`config.mk`:
```
export PLATFORM = sky130hd
export DESIGN_NAME = char_input_ctrl
export DESIGN_NICKNAME = d
export VERILOG_FILES = /design/src/rtl/char_pkg.sv /design/src/rtl/key_debounce.sv /design/src/rtl/char_input_ctrl.sv
export SDC_FILE = /design/constraint.sdc
export NUM_CORES = 1
export LEC_CHECK = 0
export CAP_MARGIN = 15
export CORE_MARGIN = 5
export CORE_UTILIZATION = 45
export DETAILED_ROUTE_END_ITERATION = 10
export SLEW_MARGIN = 40
export SYNTH_ARGS = -nofsm -noshare
export SYNTH_HDL_FRONTEND = slang
export SYNTH_SLANG_ARGS = --single-unit
```
`constraint.sdc`:
```
create_clock -name clk -period 4.4 [get_ports clk]
set_clock_uncertainty 0.1 [all_clocks]
set_input_delay 1.1 -clock clk [delete_from_list [all_inputs] [get_ports clk]]
set_output_delay 1.1 -clock clk [all_outputs]
set_load 0.01 [all_outputs]
```
`src/rtl/char_pkg.sv`:
```
// Shared types and default sizing for the character input conditioning block.
package char_pkg;

  localparam int unsigned DEBOUNCE_CYCLES_DEF = 500000;
  localparam int unsigned COOLDOWN_FRAMES_DEF = 15;
  localparam int unsigned CNT_W               = $clog2(DEBOUNCE_CYCLES_DEF);
  localparam int unsigned CD_W                = 8;

  typedef enum logic [1:0] {
    IDLE,
    COOLDOWN,
    WAIT_RELEASE
  } shoot_state_t;

  typedef enum logic [1:0] {
    DIR_NONE,
    DIR_LEFT,
    DIR_RIGHT
  } dir_t;

endpackage

```
`src/rtl/key_debounce.sv`:
```
// Two-flop synchroniser plus hold-time debounce for one key; emits the accepted
// level and a one-cycle strobe when the accepted level rises.
module key_debounce
  import char_pkg::*;
#(
  parameter int unsigned DEBOUNCE_CYCLES = DEBOUNCE_CYCLES_DEF
) (
  input  logic clk,
  input  logic resetN,
  input  logic key_raw,
  output logic stable,
  output logic rise
);

  localparam int unsigned REQ_W = $clog2(DEBOUNCE_CYCLES);
  localparam int unsigned W     = (REQ_W > CNT_W) ? REQ_W : CNT_W;
  localparam logic [W-1:0] CNT_LAST = W'(DEBOUNCE_CYCLES - 1);

  logic         sync1_q, sync2_q;
  logic         stable_q, stable_d;
  logic         rise_q, rise_d;
  logic [W-1:0] cnt_q, cnt_d;

  // Count consecutive cycles the synced level disagrees with the accepted one.
  always_comb begin
    cnt_d    = '0;
    stable_d = stable_q;
    rise_d   = 1'b0;
    if (sync2_q != stable_q) begin
      if (cnt_q == CNT_LAST) begin
        stable_d = sync2_q;
        rise_d   = sync2_q;
      end else begin
        cnt_d = cnt_q + W'(1);
      end
    end
  end

  always_ff @(posedge clk or negedge resetN) begin
    if (!resetN) begin
      sync1_q  <= 1'b0;
      sync2_q  <= 1'b0;
      stable_q <= 1'b0;
      rise_q   <= 1'b0;
      cnt_q    <= '0;
    end else begin
      sync1_q  <= key_raw;
      sync2_q  <= sync1_q;
      stable_q <= stable_d;
      rise_q   <= rise_d;
      cnt_q    <= cnt_d;
    end
  end

  assign stable = stable_q;
  assign rise   = rise_q;

endmodule

```
`src/rtl/char_input_ctrl.sv`:
```
// Turns raw player keys into exclusive left/right move levels and a frame-rate-limited
// shoot pulse. Define CHAR_AUTOFIRE_EN to let a held shoot key refire after each cooldown.
module char_input_ctrl
  import char_pkg::*;
#(
  parameter int unsigned DEBOUNCE_CYCLES = DEBOUNCE_CYCLES_DEF,
  parameter int unsigned COOLDOWN_FRAMES = COOLDOWN_FRAMES_DEF
) (
  input  logic clk,
  input  logic resetN,
  input  logic startOfFrame,
  input  logic keyLeftRaw,
  input  logic keyRightRaw,
  input  logic keyShootRaw,
  input  logic shotActive,
  output logic leftPress,
  output logic rightPress,
  output logic shootPulse
);

  localparam logic [CD_W-1:0] CD_LOAD = CD_W'(COOLDOWN_FRAMES);

  logic left_stable, left_rise;
  logic right_stable, right_rise;
  logic shoot_stable, shoot_rise;

  key_debounce #(.DEBOUNCE_CYCLES(DEBOUNCE_CYCLES)) u_left (
    .clk    (clk),
    .resetN (resetN),
    .key_raw(keyLeftRaw),
    .stable (left_stable),
    .rise   (left_rise)
  );

  key_debounce #(.DEBOUNCE_CYCLES(DEBOUNCE_CYCLES)) u_right (
    .clk    (clk),
    .resetN (resetN),
    .key_raw(keyRightRaw),
    .stable (right_stable),
    .rise   (right_rise)
  );

  key_debounce #(.DEBOUNCE_CYCLES(DEBOUNCE_CYCLES)) u_shoot (
    .clk    (clk),
    .resetN (resetN),
    .key_raw(keyShootRaw),
    .stable (shoot_stable),
    .rise   (shoot_rise)
  );

  dir_t            dir_q, dir_d;
  logic            left_press_q, left_press_d;
  logic            right_press_q, right_press_d;
  shoot_state_t    state_q, state_d;
  logic [CD_W-1:0] cd_q, cd_d;
  logic            shoot_pulse_q, shoot_pulse_d;
  logic            fire_req;

  // Last-pressed wins when both keys are held; a same-cycle tie goes to left.
  always_comb begin
    dir_d = dir_q;
    case ({left_stable, right_stable})
      2'b00: dir_d = DIR_NONE;
      2'b10: dir_d = DIR_LEFT;
      2'b01: dir_d = DIR_RIGHT;
      default: begin
        if (left_rise) begin
          dir_d = DIR_LEFT;
        end else if (right_rise) begin
          dir_d = DIR_RIGHT;
        end else if (dir_q == DIR_NONE) begin
          dir_d = DIR_LEFT;
        end
      end
    endcase
    left_press_d  = (dir_d == DIR_LEFT);
    right_press_d = (dir_d == DIR_RIGHT);
  end

  // Shoot FSM: fire, then hold off for a number of frames before accepting another shot.
  always_comb begin
    state_d       = state_q;
    cd_d          = cd_q;
    shoot_pulse_d = 1'b0;
`ifdef CHAR_AUTOFIRE_EN
    fire_req      = shoot_stable | shoot_rise;
`else
    fire_req      = shoot_rise;
`endif
    case (state_q)
      IDLE: begin
        if (fire_req && !shotActive && (cd_q == '0)) begin
          shoot_pulse_d = 1'b1;
          cd_d          = CD_LOAD;
          state_d       = COOLDOWN;
        end
      end
      COOLDOWN: begin
        if (startOfFrame && (cd_q != '0)) begin
          cd_d = cd_q - CD_W'(1);
        end
        if (cd_d == '0) begin
`ifdef CHAR_AUTOFIRE_EN
          state_d = IDLE;
`else
          state_d = shoot_stable ? WAIT_RELEASE : IDLE;
`endif
        end
      end
      WAIT_RELEASE: begin
        if (!shoot_stable) begin
          state_d = IDLE;
        end
      end
      default: state_d = IDLE;
    endcase
  end

  always_ff @(posedge clk or negedge resetN) begin
    if (!resetN) begin
      dir_q         <= DIR_NONE;
      left_press_q  <= 1'b0;
      right_press_q <= 1'b0;
      state_q       <= IDLE;
      cd_q          <= '0;
      shoot_pulse_q <= 1'b0;
    end else begin
      dir_q         <= dir_d;
      left_press_q  <= left_press_d;
      right_press_q <= right_press_d;
      state_q       <= state_d;
      cd_q          <= cd_d;
      shoot_pulse_q <= shoot_pulse_d;
    end
  end

  assign leftPress  = left_press_q;
  assign rightPress = right_press_q;
  assign shootPulse = shoot_pulse_q;

endmodule

```
==> flow_metrics.tcl, run 1 <==
set metrics [dict create \
    status "finished, final reports clean" \
    dieArea_um2 11100 \
    hp-class "reg2reg" \
    synth.avg_cell_area_um2 10.1 \
    layout_commonest_cell "dfrtp_1" \
    reg2reg_to "cd_q[7]" \
    critPathTopFamily "simple AND/OR/NAND/NOR gates" \
    synth_top_family_by_area "simple AND/OR/NAND/NOR gates" \
    p_switching_uw 307 \
    cts_made_buffers 9 \
    hpwl_um 4680 \
    yosysSeqAreaShare_pct 51.4 \
    fin_crit_ps 2670 \
    rr_startpoint "cd_q[0]" \
    startpoint "startOfFrame" \
    syn_area_um2 4090 \
    tightestPinTransition_ps 637 \
    end_kind "flip-flop" \
    htreeDepth 3 \
    drt_iter0_drc 93 \
    drive_gt1_share_pct 7.13 \
    fp.dieW_um 105 \
    fin_area_um2 4440 \
    fill_cells 818 \
    cp.depth 6 \
    postCtsSetupBuffers 0 \
    whs_endpoint "u_left.sync2_q" \
    critPathMaxFanout 7 \
    startpoint_type "input port" \
    swShare_pct 22.5 \
    synthesis.instances 406 \
    area_delta_synth_final_pct 8.48 \
    p_leak_nw 1.91 \
    hold_violations 0 \
    ys_warn_count 0 \
    placed_area_um2 4250 \
    firstDrtPassIters 4 \
    arrival_ps 2790 \
    core_area_um2 8810 \
    synth_xor_area_share_pct 11.6 \
    pwr-share-comb_pct 3.7 \
    ys_seq_elements 84 \
    synth_ff_type "dfrtp_1" \
    vias 2787 \
    synth_cell_types 54 \
    grt_start_max_net_pins 64 \
    period_share_pct 60.6 \
    yosys.area_share.adder_pct 1.53 \
    powerDensity_nw_per_um2 308 \
    ys_async_sr_fraction_pct 100 \
    io_pins 10 \
    critical-path-top-cell-by-count "nand4_1" \
    io_buffers 9 \
    drcViolationCount 0 \
    num_antenna_cells 0 \
    rsz0062_at_grt "no" \
    path_buf_inv 1 \
    routabilityCongestion 0.886 \
    fp-row-count 34 \
    p_total_mw 1.37 \
    grt_pass1_vias 2702 \
    track_usage_pct 13.3 \
    synth_fp_nets 418 \
    p_seq_share_pct 57.8 \
    synth-simple-area-share_pct 26.8 \
    nNetsFinal 428 \
    synth_compound_area_share_pct 4.77 \
    synth-edff-count 0 \
    p_int_mw 1.06 \
    cts_resized 0 \
    wirelength_um 7010 \
    multi_input_comb_area_um2 1870 \
    die_height_um 105 \
    hold_buffers 0 \
    viasPerCell 5.27 \
    setup_slack_ps 1730 \
    cpPeakStageDelay_ps 660 \
    slew_headroom_pct 57.0 \
    tritoncts "yes" \
    tns_ps 0 \
    grt_antenna_before_repair 0 \
    hp-start "u_left.sync1_q" \
    grt_pass1_wl_um 12300 \
    seq_area_um2 2100 \
    post-place-ws_ps 1390 \
    path_clk_slew_ps 80 \
    cp_cell_sequence "clkdlybuf4s50_1 -> or4b_2 -> nand3_1 -> nand4_1 -> nand4_1 -> o21ai_1" \
    rr_worst_depth 6 \
    path_class "in2reg" \
    peakVddDrop_mv 0.245 \
    gr-total-overflow 0 \
    root_buffer "clkbuf_8" \
    mostFrequentLayoutCells "dfrtp_1, nor2_1, xor2_1, nand3_1, xnor2_1" \
    hold_path_depth 0 \
    drtAntennaViolNets 0 \
    regToRegSetupSlack_ps 2160 \
    critical-path-slowest-cell "or4b_2" \
    maxCapViolations 0 \
    setup_viol 0 \
    slew_violations 0 \
    fin_util_pct 50.4 \
    synth_mux_area_share_pct 1.16 \
    required_ps 4520 \
    max_freq_ghz 0.375 \
    wl_per_cell_um 13.3 \
    cts_sinks 84 \
    start_util_pct 46.4 \
    clockPowerShare_pct 38.5 \
    clock_latency_ps 340 \
    cts_buffer_depth 2 \
]
[power by group through the flow]
stage / Combinational, mW / Clock, mW / Sequential (mW)
after global routing: 0.0592 / 0.584 / 0.791
final: 0.0507 / 0.527 / 0.790
after detailed placement: 0.0522 / 0 / 0.805
after floorplan: 0.0278 / 0 / 0.803
after global placement: 0.0521 / 0 / 0.805
after CTS: 0.0525 / 0.553 / 0.790
[layer usage]
| metal | track usage (%) | part of all wire [%] | vias to the layer above |
|---|---|---|---|
| met5 | 0 | 0 | - |
| met4 | 3.94 | 1.1 | 0 |
| met3 | 4.10 | 3.6 | 6 |
| met2 | 21.2 | 46 | 31 |
| met1 | 17.6 | 49 | 1339 |
| li1 | - | - | 1411 |
[flip-flops by register name (all words and copies together) (netlist names), 2 cells and up]
| signal | cells |
|---|---|
| u_right.cnt_q | 19 |
| state_q | 2 |
| cd_q | 8 |
| dir_q | 2 |
| u_shoot.cnt_q | 19 |
| u_left.cnt_q | 19 |
[worst register-to-register path, stage by stage, from the launching register on]
cell,delay [ps]
dfrtp_1,440
inv_1,120
ha_1,230
nor4b_4,360
a41oi_1,390
o21bai_1,290
a32o_1,210
[cells by family (layout without fill, tap and decap cells)]
kind of cell / after synthesis / count (layout)
and+or+nand+nor: 208 / 208
DFF: 84 / 84
muxes: 4 / 4
AOI/OAI and AO/OA: 29 / 29
xor gates and xnor gates: 54 / 54
buffers and inverters: 22 / 37
adders and majority gates: 5 / 5
[how the worst max path moves through the flow]
| stage | to |
|---|---|
| 6_report | state_q[1] |
| 5_1_grt | state_q[0] |
| 4_1_cts | state_q[1] |
| 3_5_place_dp | state_q[1] |
| 3_3_place_gp | state_q[1] |
| 2_1_floorplan | state_q[1] |
[cells in the mapped netlist (all sizes together) (4+ instances only)]
cell / n / area [um2]
a21oi: 8 / 40.0
and3: 8 / 52.6
and4: 5 / 43.8
buf: 8 / 61.3
dfrtp: 84 / 2100
ha: 5 / 62.6
inv: 11 / 41.3
nand2: 22 / 90.1
nand3: 30 / 150
nand4: 14 / 93.8
nor2: 80 / 300
nor2b: 4 / 25.0
nor3: 12 / 65.1
nor4: 8 / 56.3
nor4b: 4 / 50.1
o21ai: 12 / 60.1
xnor2: 23 / 201
xor2: 31 / 272
[per-stage QoR]
step	std cells	hold WS (ps)
floorplan	406	231
global placement	513	240
detailed placement	513	237
CTS	529	257
global route	529	279
finish	529	254
[area by class of cell]
class	instances	share of cell area [%]
clock buffer	12	3.05
clock inverter	4	1.13
inverter	11	0.931
multi-input combinational	300	42.2
sequential	84	47.4
tap	108	3.05
timing repair buffer	10	2.23
(Power assumes the default switching activity.)
==> inputs of run 2 (changes only) <==
==> constraint.sdc (replaced) <==
create_clock -name clk -period 2.7 [get_ports clk]
set_clock_uncertainty 0.1 [all_clocks]
set_input_delay 0.675 -clock clk [delete_from_list [all_inputs] [get_ports clk]]
set_output_delay 0.675 -clock clk [all_outputs]
set_load 0.01 [all_outputs]
==> run 2 against run 1 <==
Against the previous run:
- critical path depth unchanged
- utilization increased by 0.80 points
- worst hold slack got worse by 110 ps
- combinational power increased by 70%
- global-route usage increased by 0.53 points
- setup slack got worse by 1200 ps
- first-iteration DRC count decreased by 11%
- flip-flop and latch count unchanged
==> flow_metrics.tcl, run 2 (synthesized netlist as in run 1, its figures left out) <==
set metrics [dict create \
    status "finished, final reports clean" \
    cp_cell_sequence "inv_1 -> ha_1 -> nor4b_4 -> a41oi_1 -> o21bai_1 -> a32o_1" \
    core_area_um2 8810 \
    critPathMaxFanout 7 \
    cts_buffer_depth 2 \
    drtAntennaViolNets 0 \
    hold_violations 0 \
    rr_worst_depth 6 \
    powerDensity_nw_per_um2 536 \
    grt_start_max_net_pins 54 \
    dieArea_um2 11100 \
    p_seq_share_pct 53.3 \
    htreeDepth 3 \
    fin_cells 531 \
    setup_viol 0 \
    clockPowerShare_pct 43.2 \
    wl_per_cell_um 13.4 \
    clock_latency_ps 360 \
    peakVddDrop_mv 0.326 \
    required_ps 2840 \
    die_height_um 105 \
    fp.dieW_um 105 \
    area_delta_synth_final_pct 10.2 \
    tns_ps 0 \
    routabilityCongestion 0.850 \
    end_kind "flip-flop" \
    tightestPinTransition_ps 617 \
    hpwl_um 4770 \
    p_int_mw 1.86 \
    path_clk_slew_ps 100 \
    rr_startpoint "cd_q[0]" \
    reg_top3 "u_left.cnt_q (19), u_right.cnt_q (19), u_shoot.cnt_q (19)" \
    viasPerCell 5.35 \
    cts_resized 0 \
    fin_util_pct 51.2 \
    cpPeakStageDelay_ps 440 \
    drt_iter0_drc 83 \
    hp-class "in2async" \
    layout_commonest_cell "dfrtp_1" \
    wirelength_um 7140 \
    rsz0062_at_grt "no" \
    path_class "reg2reg" \
    track_usage_pct 13.9 \
    fin_crit_ps 2210 \
    grt_pass1_wl_um 12700 \
    arrival_ps 2350 \
    start_util_pct 46.4 \
    io_buffers 9 \
    reg2reg_to "cd_q[7]" \
    period_share_pct 81.7 \
    hold_buffers 0 \
    tritoncts "yes" \
    critical-path-slowest-cell "dfrtp_1" \
    nNetsFinal 430 \
    mostFrequentLayoutCells "dfrtp_1, nor2_1, xor2_1, nand3_1, xnor2_1" \
    grt_pass1_vias 2765 \
    root_buffer "clkbuf_8" \
    slew_violations 0 \
    gr-total-overflow 0 \
    num_antenna_cells 0 \
    p_leak_nw 1.96 \
    drive_gt1_share_pct 8.27 \
    maxCapViolations 0 \
    firstDrtPassIters 4 \
    startpoint_type "flip-flop" \
    regToRegSetupSlack_ps 490 \
    swShare_pct 23.0 \
    io_pins 10 \
    grt_antenna_before_repair 0 \
    slew_headroom_pct 58.6 \
    postCtsSetupBuffers 0 \
    pwr-share-comb_pct 3.6 \
    vias 2840 \
    p_switching_uw 555 \
    max_freq_ghz 0.453 \
    cts_made_buffers 9 \
    cts_sinks 84 \
    dpl.cell_count 515 \
    drcViolationCount 0 \
    fp-row-count 34 \
]
-- run 2: cell count changes in the layout (fill, tap and decap cells not counted), moves of 2 or more --
cell	delta
clkbuf_1	-3
clkinvlp_4	-2
buf_4	+2
inv_6	+2
-- run 2: worst max-delay path by stage --
| stage | start | endpoint | slack [ps] | depth (start not counted) |
|---|---|---|---|---|
| floorplan | u_left.cnt_q[0] | u_left.cnt_q[15] | 770 | 9 |
| global placement | startOfFrame | state_q[1] | 240 | 6 |
| detailed placement | startOfFrame | state_q[1] | 210 | 6 |
| CTS | cd_q[0] | cd_q[7] | 470 | 6 |
| global route | cd_q[0] | cd_q[7] | 350 | 6 |
| finish | cd_q[0] | cd_q[7] | 490 | 6 |
-- run 2: critical path, delay by kind of cell (launching register included) --
family / cells / cell delay [ps]
buffers and inverters: 1 / 120
AOI/OAI and AO/OA: 3 / 860
adders and majority gates: 1 / 240
and+or+nand+nor: 1 / 350
DFF: 1 / 440
-- run 2: final cells by class --
cell class / count / area [um2]
fillers: 821 / 4300
clock buffers: 10 / 138
clock inverters: 6 / 93.8
repair buffers: 12 / 123
well taps: 108 / 135
flip-flops and latches: 84 / 2100
inverters: 11 / 41.3
multi-input cells: 300 / 1870
-- run 2: power groups by stage --
stage	registers, mW	logic (mW)	clock network, mW
floorplan	1.31	0.0452	0
finish	1.29	0.0862	1.04
detailed placement	1.31	0.0897	0
global route	1.29	0.100	1.12
CTS	1.29	0.0900	1.07
global placement	1.31	0.0883	0
-- run 2: through the flow --
step                total power [mW]  instance area (um2)  hold slack [ps]  setup WS (ps)
floorplan                       1.35                 4090              231            772
global placement                1.40                 4270              236            239
detailed placement              1.40                 4270              238            215
CTS                             2.45                 4510              155            471
global route                    2.51                 4510              161            350
finish                          2.42                 4510              145            494
-- run 2: routing by layer --
| metal | wire length (um) | vias up | global-route usage, % | part of all wire (%) |
|---|---|---|---|---|
| li1 | - | 1417 | - | - |
| met5 | 0 | - | 0 | 0 |
| met1 | 3550 | 1367 | 18.2 | 50 |
| met4 | 91 | 0 | 4.22 | 1.3 |
| met3 | 252 | 9 | 3.91 | 3.5 |
| met2 | 3250 | 47 | 22.3 | 46 |
==> inputs of run 3 (changes only) <==
==> constraint.sdc (replaced) <==
create_clock -name clk -period 2 [get_ports clk]
set_clock_uncertainty 0.1 [all_clocks]
set_input_delay 0.5 -clock clk [delete_from_list [all_inputs] [get_ports clk]]
set_output_delay 0.5 -clock clk [all_outputs]
set_load 0.01 [all_outputs]
==> run 3 against run 2 <==
Against the previous run:
- critical endpoint is now state_q[0]
- flip-flop and latch count did not move
- cell area rose by 5.9%
- non-clock buffer count rose by 36
- power rose by 27%
- critical path type unchanged
- utilization rose by 3.0 points
- die area did not move
- sequential share of layout area fell by 2.6 points
==> flow_metrics.tcl, run 3 (synthesized netlist as in run 1, its figures left out) <==
set metrics [dict create \
    viasPerCell 5.18 \
    fp-row-count 34 \
    track_usage_pct 14.2 \
    cts_buffer_depth 2 \
    maxCapViolations 0 \
    max_freq_ghz 0.521 \
    layout_commonest_cell "dfrtp_1" \
    status "finished, final reports clean" \
    root_buffer "clkbuf_8" \
    grt_pass1_vias 2927 \
    post-place-ws_ps -324 \
    area_delta_synth_final_pct 16.6 \
    fin_crit_ps 1920 \
    peakVddDrop_mv 0.413 \
    powerDensity_nw_per_um2 642 \
    drtAntennaViolNets 0 \
    startpoint_type "flip-flop" \
    vias 2935 \
    grt_pass1_wl_um 13100 \
    nNetsFinal 466 \
    routabilityCongestion 0.842 \
    arrival_ps 2060 \
    dieArea_um2 11100 \
    htreeDepth 3 \
    rsz0062_at_grt "no" \
    setup_slack_ps 79.3 \
    critPathTopFamily "simple AND/OR/NAND/NOR gates" \
    io_buffers 9 \
    drcViolationCount 0 \
    setup_viol 0 \
    io_pins 10 \
    cpPeakStageDelay_ps 380 \
    regToRegSetupSlack_ps 80 \
    cts_sinks 84 \
    slew_headroom_pct 67.2 \
    fill_cells 793 \
    hold_violations 0 \
    wirelength_um 7370 \
    required_ps 2140 \
    hpwl_um 5160 \
    path_clk_slew_ps 80 \
    die_height_um 105 \
    mostFrequentLayoutCells "dfrtp_1, nor2_1, buf_4, xor2_1, nand3_1" \
    gr-total-overflow 0 \
    core_area_um2 8810 \
    postCtsSetupBuffers 0 \
    path_buf_inv 2 \
    clock_latency_ps 350 \
    num_antenna_cells 0 \
    fin_util_pct 54.2 \
    cp_cell_sequence "inv_1 -> ha_2 -> nor4b_4 -> buf_4 -> nor3_1 -> a211oi_1 -> nand4_1 -> a21o_1" \
    start_util_pct 46.4 \
    end_kind "flip-flop" \
    tritoncts "yes" \
    critPathMaxFanout 4 \
    hp-class "reg2reg" \
    slew_violations 0 \
    tightestPinTransition_ps 487 \
    grt_start_max_net_pins 38 \
    drt_iter0_drc 63 \
    drive_gt1_share_pct 15.9 \
    path_class "reg2reg" \
    period_share_pct 96.0 \
    cts_made_buffers 9 \
    firstDrtPassIters 4 \
    critical-path-slowest-cell "dfrtp_1" \
    p_leak_nw 2.12 \
    wl_per_cell_um 13.0 \
    fp.dieW_um 105 \
    grt_antenna_before_repair 0 \
    reg_top3 "u_left.cnt_q (19), u_right.cnt_q (19), u_shoot.cnt_q (19)" \
]
-- run 3: path summary, 6_finish.rpt --
path	startpoint	endpoint	cells past startpoint
min in group asynchronous	resetN	cd_q[5]	2
max in group asynchronous	resetN	u_right.cnt_q[15]	3
worst max-delay path	cd_q[1]	state_q[0]	8
worst max register to register	cd_q[1]	state_q[0]	8
worst min-delay path	u_left.sync1_q	u_left.sync2_q	0
worst min register to register	u_left.sync1_q	u_left.sync2_q	0
-- run 3: through the flow --
step                      total power [mW]  instances  hold slack [ps]  cell area, um2  setup TNS, ps
after floorplan                       1.83        406              104            4090              0
after global placement                1.91        550              240            4550          -1060
after detailed placement              1.91        550              239            4550          -1170
after CTS                             3.12        567              260            4750              0
after global routing                  3.21        567              275            4770              0
final                                 3.06        567              256            4770              0
-- run 3: power by group --
| group | total [mW] | internal, mW | switching (mW) |
|---|---|---|---|
| sequential | 1.74 | 1.72 | 0.0187 |
| clock | 1.19 | 0.578 | 0.610 |
| combinational | 0.139 | 0.0585 | 0.0800 |
-- run 3: layout make-up --
class                   instances  area [um2]  share of cell area [%]
multi-input cells             300        1890                    39.5
clock buffers                  10         128                    2.68
well taps                     108         135                    2.83
inverters                      11        41.3                   0.866
flip-flops and latches         84        2100                    44.1
repair buffers                 48         414                    8.68
clock inverters                 6        63.8                    1.34
-- run 3: what timing repair did --
item	in CTS	in global routing
hold endpoints to repair	21	0
hold buffers	1	0
setup endpoints to repair	0	2
resized for setup	0	6
-- run 3: per-layer routing --
layer	up-vias	global-route usage [%]	share of wire [%]
li1	1493	-	-
met1	1408	18.9	50
met2	27	22.9	45
met3	7	3.48	3.1
met4	0	4.78	1.2
met5	-	0	0
